`src/rtl/ternary_window_trigger.sv`:
```
// rtl/ternary_window_trigger.sv - sliding 16-sample boxcar power trigger with holdoff and scaler
module ternary_window_trigger #(
    parameter int WINDOW_LOG2  = 4,
    parameter int HOLDOFF_BITS = 8
) (
    input  logic                    CLK,
    input  logic                    RST,
    input  logic [4:0]              SUM_I,
    input  logic                    SUM_VALID_I,
    input  logic [8:0]              THRESH_I,
    input  logic                    THRESH_WR_I,
    input  logic [HOLDOFF_BITS-1:0] HOLDOFF_I,
    input  logic                    SCALER_CLR_I,
    output logic [8:0]              POWER_O,
    output logic                    ARMED_O,
    output logic                    TRIG_O,
    output logic [15:0]             SCALER_O
);
    localparam int DEPTH = 1 << WINDOW_LOG2;
    localparam logic [WINDOW_LOG2:0] FILL_FULL = (WINDOW_LOG2+1)'(DEPTH);

    typedef enum logic [1:0] {S_FILL, S_ARMED, S_HOLDOFF} state_t;

    logic [4:0]              line_q [DEPTH];
    logic [8:0]              power_q, power_d;
    logic [WINDOW_LOG2:0]    fill_q, fill_d;
    logic [8:0]              thresh_q;
    logic                    cmp_q;
    state_t                  state_q, state_d;
    logic [HOLDOFF_BITS-1:0] hold_q, hold_d;
    logic                    trig_q, trig_d;
    logic [15:0]             scaler_q, scaler_d;

    // The last tap is zero while filling because the line resets to zero.
    always_comb begin
        power_d = power_q;
        fill_d  = fill_q;
        if (SUM_VALID_I) begin
            power_d = power_q + 9'(SUM_I) - 9'(line_q[DEPTH-1]);
            if (fill_q != FILL_FULL) begin
                fill_d = fill_q + (WINDOW_LOG2+1)'(1);
            end
        end
    end

    always_ff @(posedge CLK) begin
        if (RST) begin
            for (int i = 0; i < DEPTH; i++) begin
                line_q[i] <= '0;
            end
            power_q  <= '0;
            fill_q   <= '0;
            thresh_q <= 9'h1FF;
            cmp_q    <= 1'b0;
            hold_q   <= '0;
            trig_q   <= 1'b0;
            scaler_q <= '0;
        end else begin
            if (SUM_VALID_I) begin
                line_q[0] <= SUM_I;
                for (int i = 1; i < DEPTH; i++) begin
                    line_q[i] <= line_q[i-1];
                end
            end
            power_q  <= power_d;
            fill_q   <= fill_d;
            cmp_q    <= (power_q > thresh_q);
            if (THRESH_WR_I) begin
                thresh_q <= THRESH_I;
            end
            hold_q   <= hold_d;
            trig_q   <= trig_d;
            scaler_q <= scaler_d;
        end
    end

    always_ff @(posedge CLK) begin
        if (RST) begin
            state_q <= S_FILL;
        end else begin
            state_q <= state_d;
        end
    end

    always_comb begin
        state_d = state_q;
        case (state_q)
            S_FILL:    if (fill_d == FILL_FULL) state_d = S_ARMED;
            S_ARMED:   if (cmp_q && (HOLDOFF_I != '0)) state_d = S_HOLDOFF;
            S_HOLDOFF: if (hold_q <= HOLDOFF_BITS'(1)) state_d = S_ARMED;
            default:   state_d = S_FILL;
        endcase
    end

    // Holdoff counts clocks, not samples, so it runs regardless of SUM_VALID_I.
    always_comb begin
        trig_d = (state_q == S_ARMED) && cmp_q;
        hold_d = hold_q;
        if (trig_d) begin
            hold_d = HOLDOFF_I;
        end else if ((state_q == S_HOLDOFF) && (hold_q != '0)) begin
            hold_d = hold_q - HOLDOFF_BITS'(1);
        end
        scaler_d = scaler_q;
        if (SCALER_CLR_I) begin
            scaler_d = '0;
        end else if (trig_q && (scaler_q != 16'hFFFF)) begin
            scaler_d = scaler_q + 16'd1;
        end
    end

    assign POWER_O  = power_q;
    assign ARMED_O  = (state_q == S_ARMED);
    assign TRIG_O   = trig_q;
    assign SCALER_O = scaler_q;
endmodule

```
`config.mk`:
```
export PLATFORM = sky130hd
export DESIGN_NAME = ternary_window_trigger
export DESIGN_NICKNAME = d
export VERILOG_FILES = /design/src/rtl/ternary_window_trigger.sv
export SDC_FILE = /design/constraint.sdc
export NUM_CORES = 1
export LEC_CHECK = 0
export BUFFER_PORTS_ARGS = -buffer_cell sky130_fd_sc_hd__buf_4
export CAP_MARGIN = 5
export CORE_MARGIN = 5
export CORE_UTILIZATION = 59
export CTS_BUF_LIST = sky130_fd_sc_hd__clkbuf_8 sky130_fd_sc_hd__clkbuf_16
export DETAILED_ROUTE_END_ITERATION = 8
export PLACE_DENSITY_LB_ADDON = 0.2
export SYNTH_ARGS = -nofsm -noshare
export SYNTH_HDL_FRONTEND = slang
export SYNTH_SLANG_ARGS = --single-unit
```
`constraint.sdc`:
```
create_clock -name CLK -period 3.85 [get_ports CLK]
set_input_delay 0.385 -clock CLK [delete_from_list [all_inputs] [get_ports CLK]]
set_output_delay 0.385 -clock CLK [all_outputs]
set_load 0.02 [all_outputs]
```
# ---- Yosys cells after proc, flatten, opt, wreduce, memory -nomap -nowiden
# Memories as Yosys holds them, arrays and structs flattened.
# Index checks and enable logic that the tools add are counted.
dict set report word_totals {
  reg_bits 51
  mem_bits_rw 80
  in_bits 27
  elab_cells 79
  mem_count 1
}
# memory depth word_bits read_ports rd_ports_with_merged_regs wr line
set memory_table {}
lappend memory_table {line_q 16 5 16 0 16 24} ;# logic [4:0] line_q [DEPTH];
dict set report classes {
  add_sub_neg 5
  magnitude_cmp 2
  n_eq_ne 8
  muxes 29
  n_bitwise 16
  reduce_logical 10
}
# operator count
set op_table {}
lappend op_table {{5-bit 2-to-1 mux} 18}
lappend op_table {{16-bit by 1-bit adder with 16-bit output (second input constant)} 1}
lappend op_table {{8-bit 2-to-1 mux} 2}
lappend op_table {{16-bit != test (second input constant)} 1}
lappend op_table {{1-bit bitwise OR} 16}
lappend op_table {{8-bit nonzero test} 2}
lappend op_table {{9-bit by 5-bit adder with 9-bit output} 1}
lappend op_table {{9-bit greater-than comparator} 1}
lappend op_table {{9-bit by 5-bit subtractor with 9-bit output} 1}
lappend op_table {{8-bit by 1-bit <= comparator with 1-bit output (second input constant)} 1}
lappend op_table {{8-bit by 1-bit subtractor with 8-bit output (second input constant)} 1}
lappend op_table {{2-bit 2-to-1 mux} 3}
lappend op_table {{2-bit one-hot mux with 3 select lines} 1}
lappend op_table {{5-bit by 1-bit adder with 5-bit output (second input constant)} 1}
lappend op_table {{5-bit == test (second input constant)} 1}
lappend op_table {{1-bit 2-to-1 mux} 5}
lappend op_table {{5-bit != test (second input constant)} 1}
lappend op_table {{1-bit logical AND} 4}
lappend op_table {{2-bit != test (second input constant)} 2}
lappend op_table {{3-bit AND reduction} 1}
lappend op_table {{2-bit by 1-bit == test with 1-bit output (second input constant)} 1}
lappend op_table {{2-bit == test (second input constant)} 1}
lappend op_table {{2-bit zero test} 1}
lappend op_table {{2-bit by 1-bit != test with 1-bit output (second input constant)} 1}
lappend op_table {{2 further kinds} 2}

# ---- Logic depth before layout (Yosys ltp)
dict set report logic_depth {
  depth_word 6
  ltp_mapped 10
}

# ---- Least setup slack after synthesis
# OpenSTA, ideal clock, no wires.
dict set report synth_timing {
  kind {input to register}
  start {input RST}
  end {memory line_q[0][0] (enable)}
  setup_time_ps 799
  arrival_time_ps 2309
  setup_slack_ps 742
  stages 4
  path_buffers 2
  path_cell_list {clkbuf_1 inv_1 clkbuf_1 nand2_1}
}
# item line
set synth_rtl {}
lappend synth_rtl {{from (decl)} 7} ;# input logic RST,
lappend synth_rtl {{to (decl)} 24}

# ---- Worst setup path after layout
dict set report layout_timing {
  start {register power_q[1] (netlist: POWER_O[1])}
  end {register power_q[6] (netlist: POWER_O[6])}
}
dict set report layout_between {
  elab_chain_cells 2
}
# item line
set layout_rtl {}
lappend layout_rtl {{from (decl)} 25} ;# logic [8:0] power_q, power_d;
lappend layout_rtl {{from (signal assigned)} 65} ;# power_q <= power_d;
lappend layout_rtl {{9-bit by 5-bit adder with 9-bit output} 39} ;# power_d = power_q + 9'(SUM_I) - 9'(line_q[DEPTH-1]);
lappend layout_rtl {{9-bit by 5-bit subtractor with 9-bit output} 39}
# No other way between the ends.
# A chain may end at the register's enable or synchronous reset.

==> impl_results.md <==
* Status: completed
* MaxCap Viol Count at 0
* Slew margin rel. at 56.97%
* Metal2 WL at 5.076 mm
* Routed len/inst at 14.62 um
* Sum of negative setup slack at 0 ns
* Clk slew on worst S/H paths at 0.06 ns
* FF+latch count, synth at between 100 and 150
* RSZ-0062 raised after global routing: no
* PnR Total Power at around 0.0038 W
* Final hold vios at 0
* Slowest CP cell: fa_1
* Ys flop type: edfxtp_1
* PostCTS Resize Cnt at 0
* CP Max Fanout at 4
* Ant. Diodes at 0
* Synth top area share at 39.92%
* Initial antenna violation count at 0
* Via count at 4,050
* Critical path startpoint category: register
* Post-Route M1 WL at 5.042 mm
* Max VDD drop at 402.6 uV
* Post-synth cell types at 57
* Cells on worst reg2reg path at 9
* Final Util at 72.10%
* CTS sink cnt at 131
* Die height at 111.0 um
* FMAX at 0.3719 GHz
* Worst EP required at 4.26 ns
* Core Area at 0.009864 sq mm
* Register area share after synthesis at 56.88%
* Delay-heaviest family, CP: adder cells
* Pwr Density at 537.8 mW/mm^2
* Worst Hold Class: in -> reg
* CP Cell Sequence: inv_1 > fa_1 > inv_1 > fa_1 > a211oi_1 > nor2_1 > o21ai_0 > a2111oi_0 > a311o_1
* Crit Path Class: reg -> reg
* Clk root buf: clkbuf_8
* Yosys warns at 0
* Final setup fails at 0
* Uppermost layer routed: met4
* CP Buf/Inv Count at 2
* Synth Instances at 546
* Setup crit end: POWER_O[6]$_SDFFE_PP0P_
* DRT Pass-1 Iters at 4
* # rows at 36
* Gp weighted congestion at 0.8353
* Number of H-tree levels at 4
* Count leader, synth: edfxtp_1
* Fill count at ~710
* First-pass GRT wire length at 18.74 mm
* Drc violations at 0
* Routed wl met3 at 600 um
* Area grow syn2layout at 18.17%
* Starting Density at 61.01%
* Top-Level Pins at 54
* Critical path arrival at 3.10 ns
* Leak at 2.921 nW
* Number of global-route vias before repair at a little under 4,000
* Clock latency on the worst-skew pair at 0.52 ns
* Port Buffers at 53
* Nets at 655
* Syn Area/Cell at roughly 11 sq um
* Top post-synthesis cells by area: edfxtp_1, dfxtp_1, ha_1, and2_1, nor2b_1
* Reg-to-Reg End: POWER_O[6]$_SDFFE_PP0P_
* Max Buffers Root-to-Sink at 2
* 1st-iter DRT viols at 332
* Hpwl dp at just over 7 mm
* FF-to-FF Start: POWER_O[1]$_SDFFE_PP0P_
* TritonCTS clock tree: yes
* Die Footprint at 0.01232 sq mm
* Share of cells above drive strength 1 at between 10% and 20%
* Largest stage delay on the critical path at about 0.5 ns
* CTS Hold Bufs at 0
* Number of synthesized flops with an enable pin at 80
* Ys async rst share at 0%
* Pre-CTS setup slack at 1.056 ns
* Post-route antenna net violation count at 0
* GRT Residual Overflow at 0
* Worst setup path startpoint: POWER_O[1]$_SDFFE_PP0P_
* Crit path time final at 2.689 ns
* Area leader, netlist: edfxtp_1
* Post-CTS Setup Inserts at 0
* Worst-Margin Slew at 0.6455 ns
* Largest net degree at the start of global routing at 64
* Crit. End Element: register
* Layout Skew at 0.007006 ns
* Net Count, Synth at 602
* Mapped Area at 0.006018 sq mm
* Drt total wl at around 11 mm
* Overall routing resource usage at approximately a fifth
* Final period util at 69.84%
* Final Max Slew Viols at 0
* Die W at around 110 um
* Fin worst setup slack at 1.161 ns
* WP depth at 9
* Vias/cell at 5.444
* CTS Buf Count at 17
* Top post-synthesis cells by count: edfxtp_1, dfxtp_1, and2_1
* Reg2reg setup slack at ~1.2 ns
-- cell families after synthesis --
kind of cell / count (synthesis) / share of synthesized area (%)
adders and majority gates: 29 / 6.653
DFF: 131 / 56.88
and+or+nand+nor: 220 / 19.83
muxes: 9 / 1.497
buffers and inverters: 66 / 4.158
AOI/OAI and AO/OA: 73 / 8.358
xor gates and xnor gates: 18 / 2.620
-- sequential cells by signal, summed over array words and instances, names as in the netlist --
| name | flops |
|---|---|
| SCALER_O | 16 |
| fill_q | 5 |
| hold_q | 8 |
| state_q | 2 |
| POWER_O | 9 |
| cmp_q | 1 |
| line_q | 80 |
| TRIG_O | 1 |
| thresh_q | 9 |
-- how the worst min path moves through the flow --
stage / slack, ns / start / end / cells past startpoint
after floorplan: 0.45 / thresh_q[0]$_SDFFE_PP1P_ / thresh_q[0]$_SDFFE_PP1P_ / 2
after global placement: 0.47 / thresh_q[0]$_SDFFE_PP1P_ / thresh_q[0]$_SDFFE_PP1P_ / 2
after detailed placement: 0.47 / thresh_q[0]$_SDFFE_PP1P_ / thresh_q[0]$_SDFFE_PP1P_ / 2
after CTS: 0.06 / THRESH_I[0] / thresh_q[0]$_SDFFE_PP1P_ / 3
after global routing: 0.09 / THRESH_I[7] / thresh_q[7]$_SDFFE_PP1P_ / 3
final: 0.09 / THRESH_I[0] / thresh_q[0]$_SDFFE_PP1P_ / 3
-- worst min-delay path, delay by kind of cell --
kind | cells | cell delay, ns
buf+inv | 1 | 0.08
simple gates | 1 | 0.06
mux | 1 | 0.05
-- cell usage in the layout, fill, tap and decap left out, types with 5 or more instances in the layout --
cell,Yosys,layout
nand2_1,32,31
mux2i_1,9,9
xor2_1,13,13
nand2b_1,6,6
nor2b_1,32,32
buf_4,0,57
edfxtp_1,80,80
dfxtp_1,51,51
nand3_1,12,12
nand4_1,13,13
a21oi_1,13,13
o21ai_0,14,14
clkbuf_16,0,16
a211oi_1,5,5
o211ai_1,13,13
xnor2_1,5,5
fa_1,5,5
inv_1,42,43
nor2_1,41,40
and2_1,47,47
a31oi_1,5,5
ha_1,24,24
nor3_1,13,13
-- metrics by stage --
stage	hold WS, ns	instances	cell area, sq um
floorplan	0.4459	546	6018
global placement	0.4663	713	6534
detailed placement	0.4737	713	6534
CTS	0.06426	744	7112
global route	0.09021	744	7112
finish	0.08745	744	7112
-- power by group --
group,switching (W),total [W],internal (W)
combinational,0.000350,0.000614,0.000264
clock,0.000584,0.00156,0.000980
sequential,0.0000577,0.00165,0.00159
total,0.000992,0.00383,0.00283
-- layout make-up --
cell class / instances / area, sq um / area share [%]
Clock buffer: 17 / 414.1 / 5.823
Clock inverter: 14 / 163.9 / 2.305
Inverter: 43 / 161.4 / 2.270
Multi-Input combinational cell: 349 / 2355 / 33.11
Sequential cell: 131 / 3423 / 48.14
Tap cell: 133 / 166.4 / 2.340
Timing Repair Buffer: 57 / 427.9 / 6.017
-- routing by layer --
| metal | up-vias | global-route usage (%) |
|---|---|---|
| met1 | 1907 | 25.08 |
| met2 | 92 | 28.68 |
| met5 | - | 0 |
| li1 | 2029 | - |
| met3 | 22 | 5.404 |
| met4 | 0 | 8.210 |
Power figures use the tool's default switching activity.
